File: src/rtl/core_seq_pkg.sv
// Shared constants, instruction-bus layout and FSM state encoding for the core sequencer.
package core_seq_pkg;

  localparam int unsigned ROW    = 8;
  localparam int unsigned COL    = 8;
  localparam int unsigned ADDR_W = 11;
  localparam int unsigned CNT_W  = 11;
  localparam int unsigned PROD_W = CNT_W + ADDR_W;
  localparam int unsigned INST_W = 34;

  localparam int unsigned ACC_BIT      = 33;
  localparam int unsigned CEN_PMEM_BIT = 32;
  localparam int unsigned WEN_PMEM_BIT = 31;
  localparam int unsigned A_PMEM_LSB   = 20;
  localparam int unsigned CEN_XMEM_BIT = 19;
  localparam int unsigned WEN_XMEM_BIT = 18;
  localparam int unsigned A_XMEM_LSB   = 7;
  localparam int unsigned OFIFO_RD_BIT = 6;
  localparam int unsigned IFIFO_WR_BIT = 5;
  localparam int unsigned IFIFO_RD_BIT = 4;
  localparam int unsigned L0_RD_BIT    = 3;
  localparam int unsigned L0_WR_BIT    = 2;
  localparam int unsigned EXECUTE_BIT  = 1;
  localparam int unsigned LOAD_BIT     = 0;

  typedef struct packed {
    logic              acc;
    logic              cen_pmem;
    logic              wen_pmem;
    logic [ADDR_W-1:0] a_pmem;
    logic              cen_xmem;
    logic              wen_xmem;
    logic [ADDR_W-1:0] a_xmem;
    logic              ofifo_rd;
    logic              ififo_wr;
    logic              ififo_rd;
    logic              l0_rd;
    logic              l0_wr;
    logic              execute;
    logic              load;
  } inst_t;

  localparam inst_t IDLE_INST = '{
    acc: 1'b0, cen_pmem: 1'b1, wen_pmem: 1'b1, a_pmem: '0,
    cen_xmem: 1'b1, wen_xmem: 1'b1, a_xmem: '0,
    ofifo_rd: 1'b0, ififo_wr: 1'b0, ififo_rd: 1'b0,
    l0_rd: 1'b0, l0_wr: 1'b0, execute: 1'b0, load: 1'b0
  };

  typedef struct packed {
    logic [CNT_W-1:0]  len;
    logic [CNT_W-1:0]  num_k;
    logic [ADDR_W-1:0] w_base;
    logic [ADDR_W-1:0] x_base;
    logic [ADDR_W-1:0] p_base;
    logic [ADDR_W-1:0] o_base;
    logic              act;
    logic              relu;
  } cfg_t;

  typedef enum logic [3:0] {
    S_IDLE, S_W_RD, S_K_LOAD, S_X_RD, S_EXEC,
    S_DRAIN, S_A_RST, S_A_RD, S_A_WR, S_FIN
  } state_e;

endpackage

File: src/rtl/core_seq_addr_gen.sv
// SRAM address: base + outer*stride + inner, wrapping modulo 2^ADDR_W.
module core_seq_addr_gen
  import core_seq_pkg::*;
(
  input  logic [ADDR_W-1:0] base,
  input  logic [CNT_W-1:0]  outer,
  input  logic [CNT_W-1:0]  stride,
  input  logic [CNT_W-1:0]  inner,
  output logic [ADDR_W-1:0] addr_c
);

  always_comb begin
    addr_c = ADDR_W'(PROD_W'(base) + PROD_W'(outer) * PROD_W'(stride) + PROD_W'(inner));
  end

endmodule

File: src/rtl/core_seq.sv
// Tiled matmul/conv instruction sequencer: per-kij weight/activation load, execute and
// OFIFO drain into psum SRAM, followed by one SFP accumulation pass over all outputs.
module core_seq
  import core_seq_pkg::*;
(
  input  logic              clk,
  input  logic              reset,
  input  logic              start,
  input  logic [CNT_W-1:0]  len,
  input  logic [CNT_W-1:0]  num_k,
  input  logic [ADDR_W-1:0] w_base,
  input  logic [ADDR_W-1:0] x_base,
  input  logic [ADDR_W-1:0] p_base,
  input  logic [ADDR_W-1:0] o_base,
  input  logic              act_cfg,
  input  logic              relu_cfg,
  input  logic              ofifo_valid,
  output logic [INST_W-1:0] inst,
  output logic              xw_mode,
  output logic              pmem_mode,
  output logic              sfp_reset,
  output logic              act_mode,
  output logic              relu_en,
  output logic              busy,
  output logic              done
);

  state_e            state_q, state_d;
  cfg_t              cfg_q, cfg_d;
  logic [CNT_W-1:0]  cnt_q, cnt_d;
  logic [CNT_W-1:0]  kij_q, kij_d;
  logic [CNT_W-1:0]  o_q, o_d;
  logic              rd_lag_q, rd_lag_d;
  logic              acc_lag_q, acc_lag_d;
  logic              pm_wr_q, pm_wr_d;
  logic [ADDR_W-1:0] pm_wa_q, pm_wa_d;
  logic              busy_q, busy_d;
  logic              done_q, done_d;
  logic              sfp_reset_q, sfp_reset_d;
  logic              act_mode_q, act_mode_d;
  logic              relu_en_q, relu_en_d;

  inst_t             inst_c;
  logic              xw_mode_c, pmem_mode_c;

  logic [ADDR_W-1:0] xg_base, xg_addr, pg_base, pg_addr;
  logic [CNT_W-1:0]  xg_outer, xg_stride, pg_outer, pg_stride, pg_inner;

  // Address operand selection: xmem serves weights/activations, pmem serves drain/SFP.
  always_comb begin
    xg_base   = cfg_q.w_base;
    xg_outer  = kij_q;
    xg_stride = CNT_W'(COL);
    if (state_q == S_X_RD) begin
      xg_base   = cfg_q.x_base;
      xg_outer  = '0;
      xg_stride = '0;
    end
    pg_base   = cfg_q.p_base;
    pg_outer  = kij_q;
    pg_stride = cfg_q.len;
    pg_inner  = cnt_q;
    if (state_q == S_A_RD) begin
      pg_outer = cnt_q;
      pg_inner = o_q;
    end else if (state_q == S_A_WR) begin
      pg_base  = cfg_q.o_base;
      pg_outer = '0;
      pg_inner = o_q;
    end
  end

  core_seq_addr_gen u_xaddr (
    .base   (xg_base),
    .outer  (xg_outer),
    .stride (xg_stride),
    .inner  (cnt_q),
    .addr_c (xg_addr)
  );

  core_seq_addr_gen u_paddr (
    .base   (pg_base),
    .outer  (pg_outer),
    .stride (pg_stride),
    .inner  (pg_inner),
    .addr_c (pg_addr)
  );

  // Next-state and instruction decode; lag flops carry SRAM read latency into l0_wr/acc/pmem writes.
  always_comb begin
    state_d     = state_q;
    cfg_d       = cfg_q;
    cnt_d       = cnt_q;
    kij_d       = kij_q;
    o_d         = o_q;
    rd_lag_d    = 1'b0;
    acc_lag_d   = 1'b0;
    pm_wr_d     = 1'b0;
    pm_wa_d     = pm_wa_q;
    inst_c      = IDLE_INST;
    xw_mode_c   = 1'b0;
    pmem_mode_c = 1'b0;

    inst_c.l0_wr = rd_lag_q;
    inst_c.acc   = acc_lag_q;
    if (pm_wr_q) begin
      inst_c.cen_pmem = 1'b0;
      inst_c.wen_pmem = 1'b0;
      inst_c.a_pmem   = pm_wa_q;
    end

    unique case (state_q)
      S_IDLE: begin
        if (start) begin
          cfg_d = '{len: len, num_k: num_k, w_base: w_base, x_base: x_base,
                    p_base: p_base, o_base: o_base, act: act_cfg, relu: relu_cfg};
          cnt_d   = '0;
          kij_d   = '0;
          o_d     = '0;
          state_d = (len == '0 || num_k == '0) ? S_FIN : S_W_RD;
        end
      end
      S_W_RD: begin
        xw_mode_c = 1'b1;
        if (cnt_q < CNT_W'(COL)) begin
          inst_c.cen_xmem = 1'b0;
          inst_c.a_xmem   = xg_addr;
          rd_lag_d        = 1'b1;
          cnt_d           = cnt_q + CNT_W'(1);
        end else begin
          cnt_d   = '0;
          state_d = S_K_LOAD;
        end
      end
      S_K_LOAD: begin
        if (cnt_q < CNT_W'(ROW + COL)) begin
          inst_c.l0_rd = 1'b1;
          inst_c.load  = 1'b1;
          cnt_d        = cnt_q + CNT_W'(1);
        end else begin
          cnt_d   = '0;
          state_d = S_X_RD;
        end
      end
      S_X_RD: begin
        if (cnt_q < cfg_q.len) begin
          inst_c.cen_xmem = 1'b0;
          inst_c.a_xmem   = xg_addr;
          rd_lag_d        = 1'b1;
          cnt_d           = cnt_q + CNT_W'(1);
        end else begin
          cnt_d   = '0;
          state_d = S_EXEC;
        end
      end
      S_EXEC: begin
        inst_c.l0_rd   = 1'b1;
        inst_c.execute = 1'b1;
        if (cnt_q == cfg_q.len - CNT_W'(1)) begin
          cnt_d   = '0;
          state_d = S_DRAIN;
        end else begin
          cnt_d = cnt_q + CNT_W'(1);
        end
      end
      S_DRAIN: begin
        if (cnt_q < cfg_q.len) begin
          if (ofifo_valid) begin
            inst_c.ofifo_rd = 1'b1;
            pm_wr_d         = 1'b1;
            pm_wa_d         = pg_addr;
            cnt_d           = cnt_q + CNT_W'(1);
          end
        end else begin
          cnt_d = '0;
          if (kij_q + CNT_W'(1) == cfg_q.num_k) begin
            o_d     = '0;
            state_d = S_A_RST;
          end else begin
            kij_d   = kij_q + CNT_W'(1);
            state_d = S_W_RD;
          end
        end
      end
      S_A_RST: begin
        cnt_d   = '0;
        state_d = S_A_RD;
      end
      S_A_RD: begin
        inst_c.cen_pmem = 1'b0;
        inst_c.a_pmem   = pg_addr;
        acc_lag_d       = 1'b1;
        if (cnt_q + CNT_W'(1) == cfg_q.num_k) begin
          cnt_d   = '0;
          state_d = S_A_WR;
        end else begin
          cnt_d = cnt_q + CNT_W'(1);
        end
      end
      S_A_WR: begin
        pmem_mode_c = 1'b1;
        // sfp_out is registered in the core, so the write trails the last acc by two cycles
        if (cnt_q == CNT_W'(2)) begin
          inst_c.cen_pmem = 1'b0;
          inst_c.wen_pmem = 1'b0;
          inst_c.a_pmem   = pg_addr;
          cnt_d           = '0;
          if (o_q + CNT_W'(1) == cfg_q.len) begin
            state_d = S_FIN;
          end else begin
            o_d     = o_q + CNT_W'(1);
            state_d = S_A_RST;
          end
        end else begin
          cnt_d = cnt_q + CNT_W'(1);
        end
      end
      S_FIN: begin
        state_d = S_IDLE;
      end
      default: begin
        state_d = S_IDLE;
      end
    endcase

    busy_d      = (state_d != S_IDLE);
    done_d      = (state_d == S_FIN);
    sfp_reset_d = (state_d == S_A_RST);
    act_mode_d  = (state_d != S_IDLE) ? cfg_d.act  : 1'b0;
    relu_en_d   = (state_d != S_IDLE) ? cfg_d.relu : 1'b0;
  end

  always_ff @(posedge clk or posedge reset) begin
    if (reset) begin
      state_q     <= S_IDLE;
      cfg_q       <= '0;
      cnt_q       <= '0;
      kij_q       <= '0;
      o_q         <= '0;
      rd_lag_q    <= 1'b0;
      acc_lag_q   <= 1'b0;
      pm_wr_q     <= 1'b0;
      pm_wa_q     <= '0;
      busy_q      <= 1'b0;
      done_q      <= 1'b0;
      sfp_reset_q <= 1'b1;
      act_mode_q  <= 1'b0;
      relu_en_q   <= 1'b0;
    end else begin
      state_q     <= state_d;
      cfg_q       <= cfg_d;
      cnt_q       <= cnt_d;
      kij_q       <= kij_d;
      o_q         <= o_d;
      rd_lag_q    <= rd_lag_d;
      acc_lag_q   <= acc_lag_d;
      pm_wr_q     <= pm_wr_d;
      pm_wa_q     <= pm_wa_d;
      busy_q      <= busy_d;
      done_q      <= done_d;
      sfp_reset_q <= sfp_reset_d;
      act_mode_q  <= act_mode_d;
      relu_en_q   <= relu_en_d;
    end
  end

  assign inst      = inst_c;
  assign xw_mode   = xw_mode_c;
  assign pmem_mode = pmem_mode_c;
  assign sfp_reset = sfp_reset_q;
  assign act_mode  = act_mode_q;
  assign relu_en   = relu_en_q;
  assign busy      = busy_q;
  assign done      = done_q;

endmodule

File: config.mk
export PLATFORM = sky130hd
export DESIGN_NAME = core_seq
export DESIGN_NICKNAME = d
export VERILOG_FILES = /design/src/rtl/core_seq_pkg.sv /design/src/rtl/core_seq_addr_gen.sv /design/src/rtl/core_seq.sv
export SDC_FILE = /design/constraint.sdc
export NUM_CORES = 1
export LEC_CHECK = 0
export ABC_AREA = 1
export CORE_MARGIN = 8
export CORE_UTILIZATION = 59
export DETAILED_ROUTE_END_ITERATION = 10
export PLACE_DENSITY = 0.79
export SYNTH_ARGS = -nofsm -noshare
export SYNTH_HDL_FRONTEND = slang
export SYNTH_SLANG_ARGS = --single-unit
File: constraint.sdc
create_clock -name clk -period 9.8 [get_ports clk]
set_input_delay 2.94 -clock clk [delete_from_list [all_inputs] [get_ports clk]]
set_output_delay 2.94 -clock clk [all_outputs]
set_load 0.02 [all_outputs]
# Word level (Yosys, flattened, before mapping)

Index checks and enable logic that the tools add are counted.

Register bits: 124
Latch bits: 0
Memory bits (writable): 0
Bits in read-only memories: 0
Bits of input ports: 72
Output and inout port bits: 41
Word-level logic and storage cells: 136
Memories: 0

$add $sub $neg: 8
Multipliers: 2
Div/mod/pow operators: 0
Order comparisons: 3
Eq/ne operators: 22
Shifts and indexed selects: 0
Muxes and demuxes: 67
Bitwise logic cells: 0
Reduce and logical (&&, ||, !) cells: 13

Operator list:

| operator                                                    | count |
|---|---|
| 2-to-1 mux 11 bit                                           | 25 |
| one-hot mux 11 bit (9 select lines)                         | 1 |
| one-hot mux 11 bit (2 select lines)                         | 3 |
| adder 11 bit                                                | 4 |
| == test 11 bit                                              | 4 |
| 2-to-1 mux 4 bit                                            | 11 |
| one-hot mux 4 bit (9 select lines)                          | 1 |
| adder 11 x 1 -> 11 bit, second input constant               | 3 |
| one-hot mux 11 bit (3 select lines)                         | 1 |
| 2-to-1 mux 13 bit                                           | 2 |
| logical NOT 11 bit                                          | 2 |
| == test 4 x 3 -> 1 bit, second input constant               | 5 |
| 2-to-1 mux 1 bit                                            | 16 |
| == test 11 x 2 -> 1 bit, second input constant              | 1 |
| less-than comparator 11 bit                                 | 1 |
| less-than comparator 11 x 4 -> 1 bit, second input constant | 1 |
| less-than comparator 11 x 5 -> 1 bit, second input constant | 1 |
| multiplier 11 x 11 -> 11 bit                                | 1 |
| multiplier 11 x 4 -> 11 bit                                 | 1 |
| subtractor 11 x 1 -> 11 bit, second input constant          | 1 |
| != test 2 bit, second input constant                        | 5 |
| nonzero test 9 bit                                          | 1 |
| == test 4 x 2 -> 1 bit, second input constant               | 2 |
| == test 4 bit, second input constant                        | 2 |
| other kinds (15)                                            | 20 |

# Longest topological paths before layout

Depth in word-level cells: 8
Depth in mapped cells: 33
Depth with buffers taken out: 32

# By module

A second synthesis with hierarchy kept.

Cell total of the unflattened synthesis: 1982
Area, all modules: 13249.0 µm²

By module, submodules not included:

| module                       | instances | cells each | area an instance (µm²) | sequential area each (µm²) |
|---|---|---|---|---|
| core_seq                     | 1         | 1216       | 7967.6                 | 3104.2 |
| core_seq_addr_gen at u_xaddr | 1         | 405        | 2680.1                 | 0.0 |
| core_seq_addr_gen at u_paddr | 1         | 361        | 2601.2                 | 0.0 |

# Least setup slack after synthesis

No wires, ideal clock.

Path type: register to output
From: register state_q[0]
To: output port inst[30]
Arrival: 5.313 ns
Required time: 6.860 ns
Slack: 1.547 ns
Cell stages (with the launch flop): 28
Buffers on the path: 3
Path through: dfrtp_1 > nor2_1 > nand2_2 > buf_4 > clkbuf_1 > clkbuf_1 > mux2i_1 > fa_1 > fa_1 > fa_1 > inv_1 > fa_1 > inv_1 > fa_1 > inv_1 > ha_1 > inv_1 > o31ai_1 > a21oi_1 > inv_1 > nand2_1 > nand2_1 > inv_1 > nand2_1 > nand2_1 > nand2_1 > nand3_1 > nand2_1

Cells in the longest elaborated chain, start to end: 8
Elaborated cells on any way between the ends: 13
Classes of those cells: 2 x add/sub; 1 x mul; 2 x eq/ne; 8 x mux

RTL lines:

| item                                  | RTL line                        | RTL |
|---|---|---|
| start, declared                       | core_seq.sv:28                  | `state_e state_q, state_d;` |
| start signal, assigned                | core_seq.sv:250                 | `state_q <= state_d;` |
| == test 4 bit                         | core_seq.sv:66, core_seq.sv:112 |  |
| 2-to-1 mux 11 bit                     | core_seq.sv:66                  | `end else if (state_q == S_A_WR) begin` |
| 2-to-1 mux 11 bit                     | core_seq.sv:63                  | `if (state_q == S_A_RD) begin` |
| multiplier 11 x 11 -> 11 bit          | core_seq_addr_gen.sv:13         | `addr_c = ADDR_W'(PROD_W'(base) + PROD_W'(outer) * PROD_W'(stride) + PROD_W'(inner));` |
| adder 11 bit (2 in a row)             | core_seq_addr_gen.sv:13         |  |
| 2-to-1 mux 13 bit                     | core_seq.sv:203                 | `if (cnt_q == CNT_W'(2)) begin` |
| one-hot mux 11 bit (2 select lines) * | core_seq.sv:112                 | `unique case (state_q)` |
| end, declared                         | core_seq.sv:18                  | `output logic [INST_W-1:0] inst,` |

Mark *: on every way between the ends. The rest lies on a longest branch, timed or not.

# Worst setup path in the final report

From: register state_q[1]
To: output port inst[30]

The elaborated chain is that of the path after synthesis.

==> flow_results.xml <==
<?xml version="1.0" encoding="UTF-8"?>
<metrics>
  <group name="status">
    <metric name="run_status" unit="">finished, final reports clean</metric>
  </group>
  <group name="sta">
    <metric name="total_setup_violations_reported_at_the_end_of_the_flow" unit="">0</metric>
    <metric name="max_slew.worst_pin.slew" unit="ns">1.07</metric>
    <metric name="timing_hold_violations_final" unit="">0</metric>
    <metric name="slew_headroom" unit="%">28.4</metric>
    <metric name="totalNegativeSetupSlack" unit="ns">0</metric>
    <metric name="fmax" unit="GHz">0.107</metric>
    <metric name="grt_setup_unrepaired" unit="">no</metric>
    <metric name="finalClockSkew" unit="ns">0.0112</metric>
    <metric name="report.final.slew_viol_count" unit="">0</metric>
    <metric name="fin_crit_sh" unit="%">95.4</metric>
    <metric name="post-route-min-period" unit="ns">9.35</metric>
  </group>
  <group name="clock_network">
    <metric name="cts_max_level" unit="">4</metric>
    <metric name="numClockSinks" unit="">124</metric>
    <metric name="cts.path.max_buffers" unit="">2</metric>
    <metric name="cts_made_buffers" unit="">17</metric>
    <metric name="cts_tree" unit="">yes</metric>
    <metric name="latest_clock_arrival_within_the_worst_skew_pair" unit="ns">0.43</metric>
    <metric name="cts.reportedPaths.clkPinSlew" unit="ns">0.06</metric>
    <metric name="cts_root_buf" unit="">clkbuf_16</metric>
  </group>
  <group name="pwr">
    <metric name="clkPwrFrac" unit="%">20.4</metric>
    <metric name="vdd_drop_max" unit="V">0.000197</metric>
    <metric name="p_comb_share" unit="%">52.7</metric>
    <metric name="cellInternalPower" unit="W">0.00171</metric>
    <metric name="power.density" unit="nW/um2">244</metric>
    <metric name="p_leak" unit="nW">7.20</metric>
    <metric name="power.sequential.fraction" unit="%">26.9</metric>
    <metric name="switching_share" unit="%">48.3</metric>
    <metric name="p_sw" unit="W">0.00160</metric>
  </group>
  <group name="floorplan">
    <metric name="floorplan.initialDensity" unit="%">60.0</metric>
    <metric name="top_level_ports" unit="">113</metric>
    <metric name="die_area" unit="um2">24500</metric>
    <metric name="chipWidth" unit="um">157</metric>
    <metric name="row_count" unit="">51</metric>
    <metric name="core_area" unit="um2">19500</metric>
    <metric name="die_height" unit="um">157</metric>
  </group>
  <group name="worst_setup_path">
    <metric name="worst_setup_path_end_kind" unit="">primary output</metric>
    <metric name="cpPeakStageDelay" unit="ns">0.60</metric>
    <metric name="critical_path.reg2reg.startpoint" unit="">state_q[1]$_DFF_PP0_</metric>
    <metric name="worst-r2r-setup-slack" unit="ns">4.36</metric>
    <metric name="timing.setup.critical_path_class" unit="">flip-flop to primary output</metric>
    <metric name="startpoint_type" unit="">flip-flop</metric>
    <metric name="critPathMaxFanout" unit="">20</metric>
    <metric name="timing.critical_path.to" unit="">inst[30]</metric>
    <metric name="regToRegEndpoint" unit="">pm_wa_q[10]$_DFFE_PP0P_</metric>
    <metric name="arrival" unit="ns">6.41</metric>
    <metric name="worstPathRequired" unit="ns">6.86</metric>
    <metric name="crit_slowest_cell" unit="">clkdlybuf4s50_1</metric>
    <metric name="worst_r2r_path_depth" unit="">29</metric>
    <metric name="setup.worst_path.start" unit="">state_q[1]$_DFF_PP0_</metric>
    <metric name="cp_common_cell" unit="">nand2_1</metric>
  </group>
  <group name="synthesis">
    <metric name="postSynthAreaPerCell" unit="um2">6.69</metric>
    <metric name="synth-seq-area-share" unit="%">26.6</metric>
    <metric name="synth.area.top_cells" unit="">dfrtp_1 26%, nand2_1 21%, fa_1 9.4%, inv_1 8.0%, ha_1 7.9%</metric>
    <metric name="netlist_area" unit="um2">11700</metric>
    <metric name="synth.cells.most_frequent" unit="">638 x nand2_1, 250 x inv_1, 143 x nand3_1, 128 x nor2_1, 123 x dfrtp_1</metric>
    <metric name="yosys_warnings" unit="">0</metric>
    <metric name="synth_largest_type_area_fraction" unit="%">26.4</metric>
    <metric name="synth_seq_cells" unit="">124</metric>
    <metric name="cell_type_with_the_largest_total_area_after_synthesis" unit="">dfrtp_1</metric>
    <metric name="synthArstFlopShare" unit="%">100</metric>
    <metric name="yosysUniqueCellTypes" unit="">45</metric>
    <metric name="dominant_register_cell_in_the_synthesized_netlist" unit="">dfrtp_1</metric>
    <metric name="synth-edff-count" unit="">0</metric>
    <metric name="synth_most_common_cell" unit="">nand2_1</metric>
    <metric name="syn-instance-count" unit="">1745</metric>
  </group>
  <group name="global_routing">
    <metric name="antenna_found_initial" unit="">0</metric>
    <metric name="wire_length_of_the_first_global_routing_pass" unit="um">60300</metric>
    <metric name="grt_use_met3" unit="%">5.27</metric>
    <metric name="grt.busiest_layer" unit="">met2</metric>
    <metric name="use_met2" unit="%">52.4</metric>
    <metric name="grt.met1_usage" unit="%">38.3</metric>
    <metric name="grt_start_max_net_pins" unit="">92</metric>
    <metric name="grt_remaining_overflow" unit="">0</metric>
    <metric name="number_of_global_route_vias_before_repair" unit="">11700</metric>
    <metric name="groute.usage.overall" unit="%">31.7</metric>
  </group>
  <group name="route">
    <metric name="final_antenna_net_count" unit="">0</metric>
    <metric name="drt_iter0_drc" unit="">1119</metric>
    <metric name="via_per_inst" unit="">5.57</metric>
    <metric name="drcViolationCount" unit="">0</metric>
    <metric name="num_vias" unit="">11800</metric>
    <metric name="route.final.wire_length" unit="um">37800</metric>
    <metric name="iteration_count_of_the_initial_detailed_routing_pass" unit="">6</metric>
    <metric name="final_routed_wire_length_divided_by_cell_count" unit="um">17.9</metric>
  </group>
  <group name="hold_path">
    <metric name="timing.hold.worst.class" unit="">flip-flop to flip-flop</metric>
    <metric name="hp-start" unit="">cfg_q[38]$_DFFE_PP0P_</metric>
  </group>
  <group name="finish">
    <metric name="design.final.nets" unit="">2037</metric>
    <metric name="layout.cell_area.non_filler" unit="um2">13600</metric>
    <metric name="area_growth_syn_to_layout" unit="%">16.5</metric>
    <metric name="fillCellCount" unit="">1671</metric>
    <metric name="final_layout_size_suffix_gt1_share" unit="%">5.73</metric>
    <metric name="layoutNonFillerInstCount" unit="">2114</metric>
    <metric name="n_antenna_cell" unit="">0</metric>
  </group>
  <group name="place">
    <metric name="place_hpwl" unit="um">28800</metric>
    <metric name="gp_congestion" unit="">1.05</metric>
    <metric name="dpl_cell_area" unit="um2">13000</metric>
    <metric name="io_buffers" unit="">109</metric>
    <metric name="numPlacedInstances" unit="">2080</metric>
  </group>
  <group name="job">
    <metric name="max_cap_viol_count" unit="">0</metric>
  </group>
</metrics>
[stage by stage]
step / total power, W / utilization [%] / hold slack [ns] / setup WS, ns
2_1_floorplan: 0.00202 / - / 0.437 / 1.55
3_3_place_gp: 0.00255 / 66.6 / 0.451 / 0.836
3_5_place_dp: 0.00260 / 66.6 / 0.460 / 0.729
4_1_cts: 0.00330 / 69.7 / 0.475 / 0.281
5_1_grt: 0.00357 / 69.9 / 0.483 / 0.00255
6_report: 0.00331 / 69.9 / 0.474 / 0.446
[how the worst min path moves through the flow]
stage                                       end  cells after the start  slack (ns)
after global placement       cfg_q[1]$_DFF_PP0_                      2        0.45
after global routing      cfg_q[32]$_DFFE_PP0P_                      2        0.48
after floorplan           cfg_q[34]$_DFFE_PP0P_                      2        0.44
final                     cfg_q[38]$_DFFE_PP0P_                      2        0.47
after CTS                 cfg_q[37]$_DFFE_PP0P_                      2        0.48
after detailed placement  cfg_q[37]$_DFFE_PP0P_                      2        0.46
[final cells by class]
type	count	area, um2	area share [%]
Multi-Input combinational cell	1294	7280	53.5
Sequential cell	124	3100	22.8
Timing Repair Buffer	131	1260	9.27
Inverter	268	1010	7.44
Clock buffer	19	443	3.26
Tap cell	265	332	2.44
Clock inverter	13	166	1.22
[per-layer routing]
metal | part of all wire (%) | wire length [um] | vias to the layer above
met1 | 39 | 14700 | 5426
li1 | - | - | 5612
met5 | 0 | 0 | -
met3 | 8.0 | 3010 | 152
met4 | 6.0 | 2250 | 0
met2 | 47 | 17800 | 580
[cell usage in the layout (no fill, tap or decap), drive strengths merged, types with 4 or more instances in the layout]
cell type,count
nand3,144
o21ai,110
xor2,27
o31ai,4
nor2,136
inv,264
ha,74
nand2,644
clkinvlp,4
clkbuf,19
fa,55
a21oi,23
clkdlybuf4s50,109
clkinv,10
buf,22
nor4,4
nor3,14
dfrtp,123
xnor2,10
nand4,29
[flip-flops by register name (all words and copies together) (netlist names)]
signal	cells
rd_lag_q	1
act_mode	1
cfg_q	57
acc_lag_q	1
cnt_q	11
relu_en	1
state_q	4
kij_q	11
pm_wa_q	11
busy	1
pg_stride	11
done	1
pm_wr_q	1
sfp_reset	1
o_q	11
[timing repair]
| action | in CTS | in global routing |
|---|---|---|
| buffers inserted | 0 | 2 |
| gates resized for setup | 0 | 5 |
| hold endpoints to repair | 0 | 0 |
| hold buffers | 0 | 0 |
| setup endpoints to repair | 0 | 2 |
[cells by family (layout without fill, tap and decap cells)]
kind of cell / after synthesis / in the layout / share of synthesized area [%]
AND/OR/NAND/NOR: 978 / 978 / 34.8
buffers and inverters: 328 / 431 / 11.2
AO/OA/AOI/OAI: 145 / 145 / 6.95
adder cells (fa/ha/maj): 129 / 129 / 17.4
flip-flops: 124 / 124 / 26.6
XOR/XNOR: 37 / 37 / 2.84
other: 2 / 3 / 0.0643
multiplexers: 2 / 2 / 0.171
[critical path: cells and delay by family, from the launching register on]
family | cells | cell delay (ns)
AOI/OAI and AO/OA | 2 | 0.34
adders and majority gates | 6 | 2.77
buffers and inverters | 9 | 1.32
DFF | 1 | 0.46
and+or+nand+nor | 13 | 1.08
[power groups by stage]
stage               clock, W  combinational, W  sequential, W
detailed placement         0           0.00171       0.000888
finish              0.000677           0.00174       0.000890
CTS                 0.000678           0.00174       0.000881
global route        0.000698           0.00197       0.000902
global placement           0           0.00166       0.000885
floorplan                  0           0.00123       0.000785
Power figures use the tool's default switching activity.
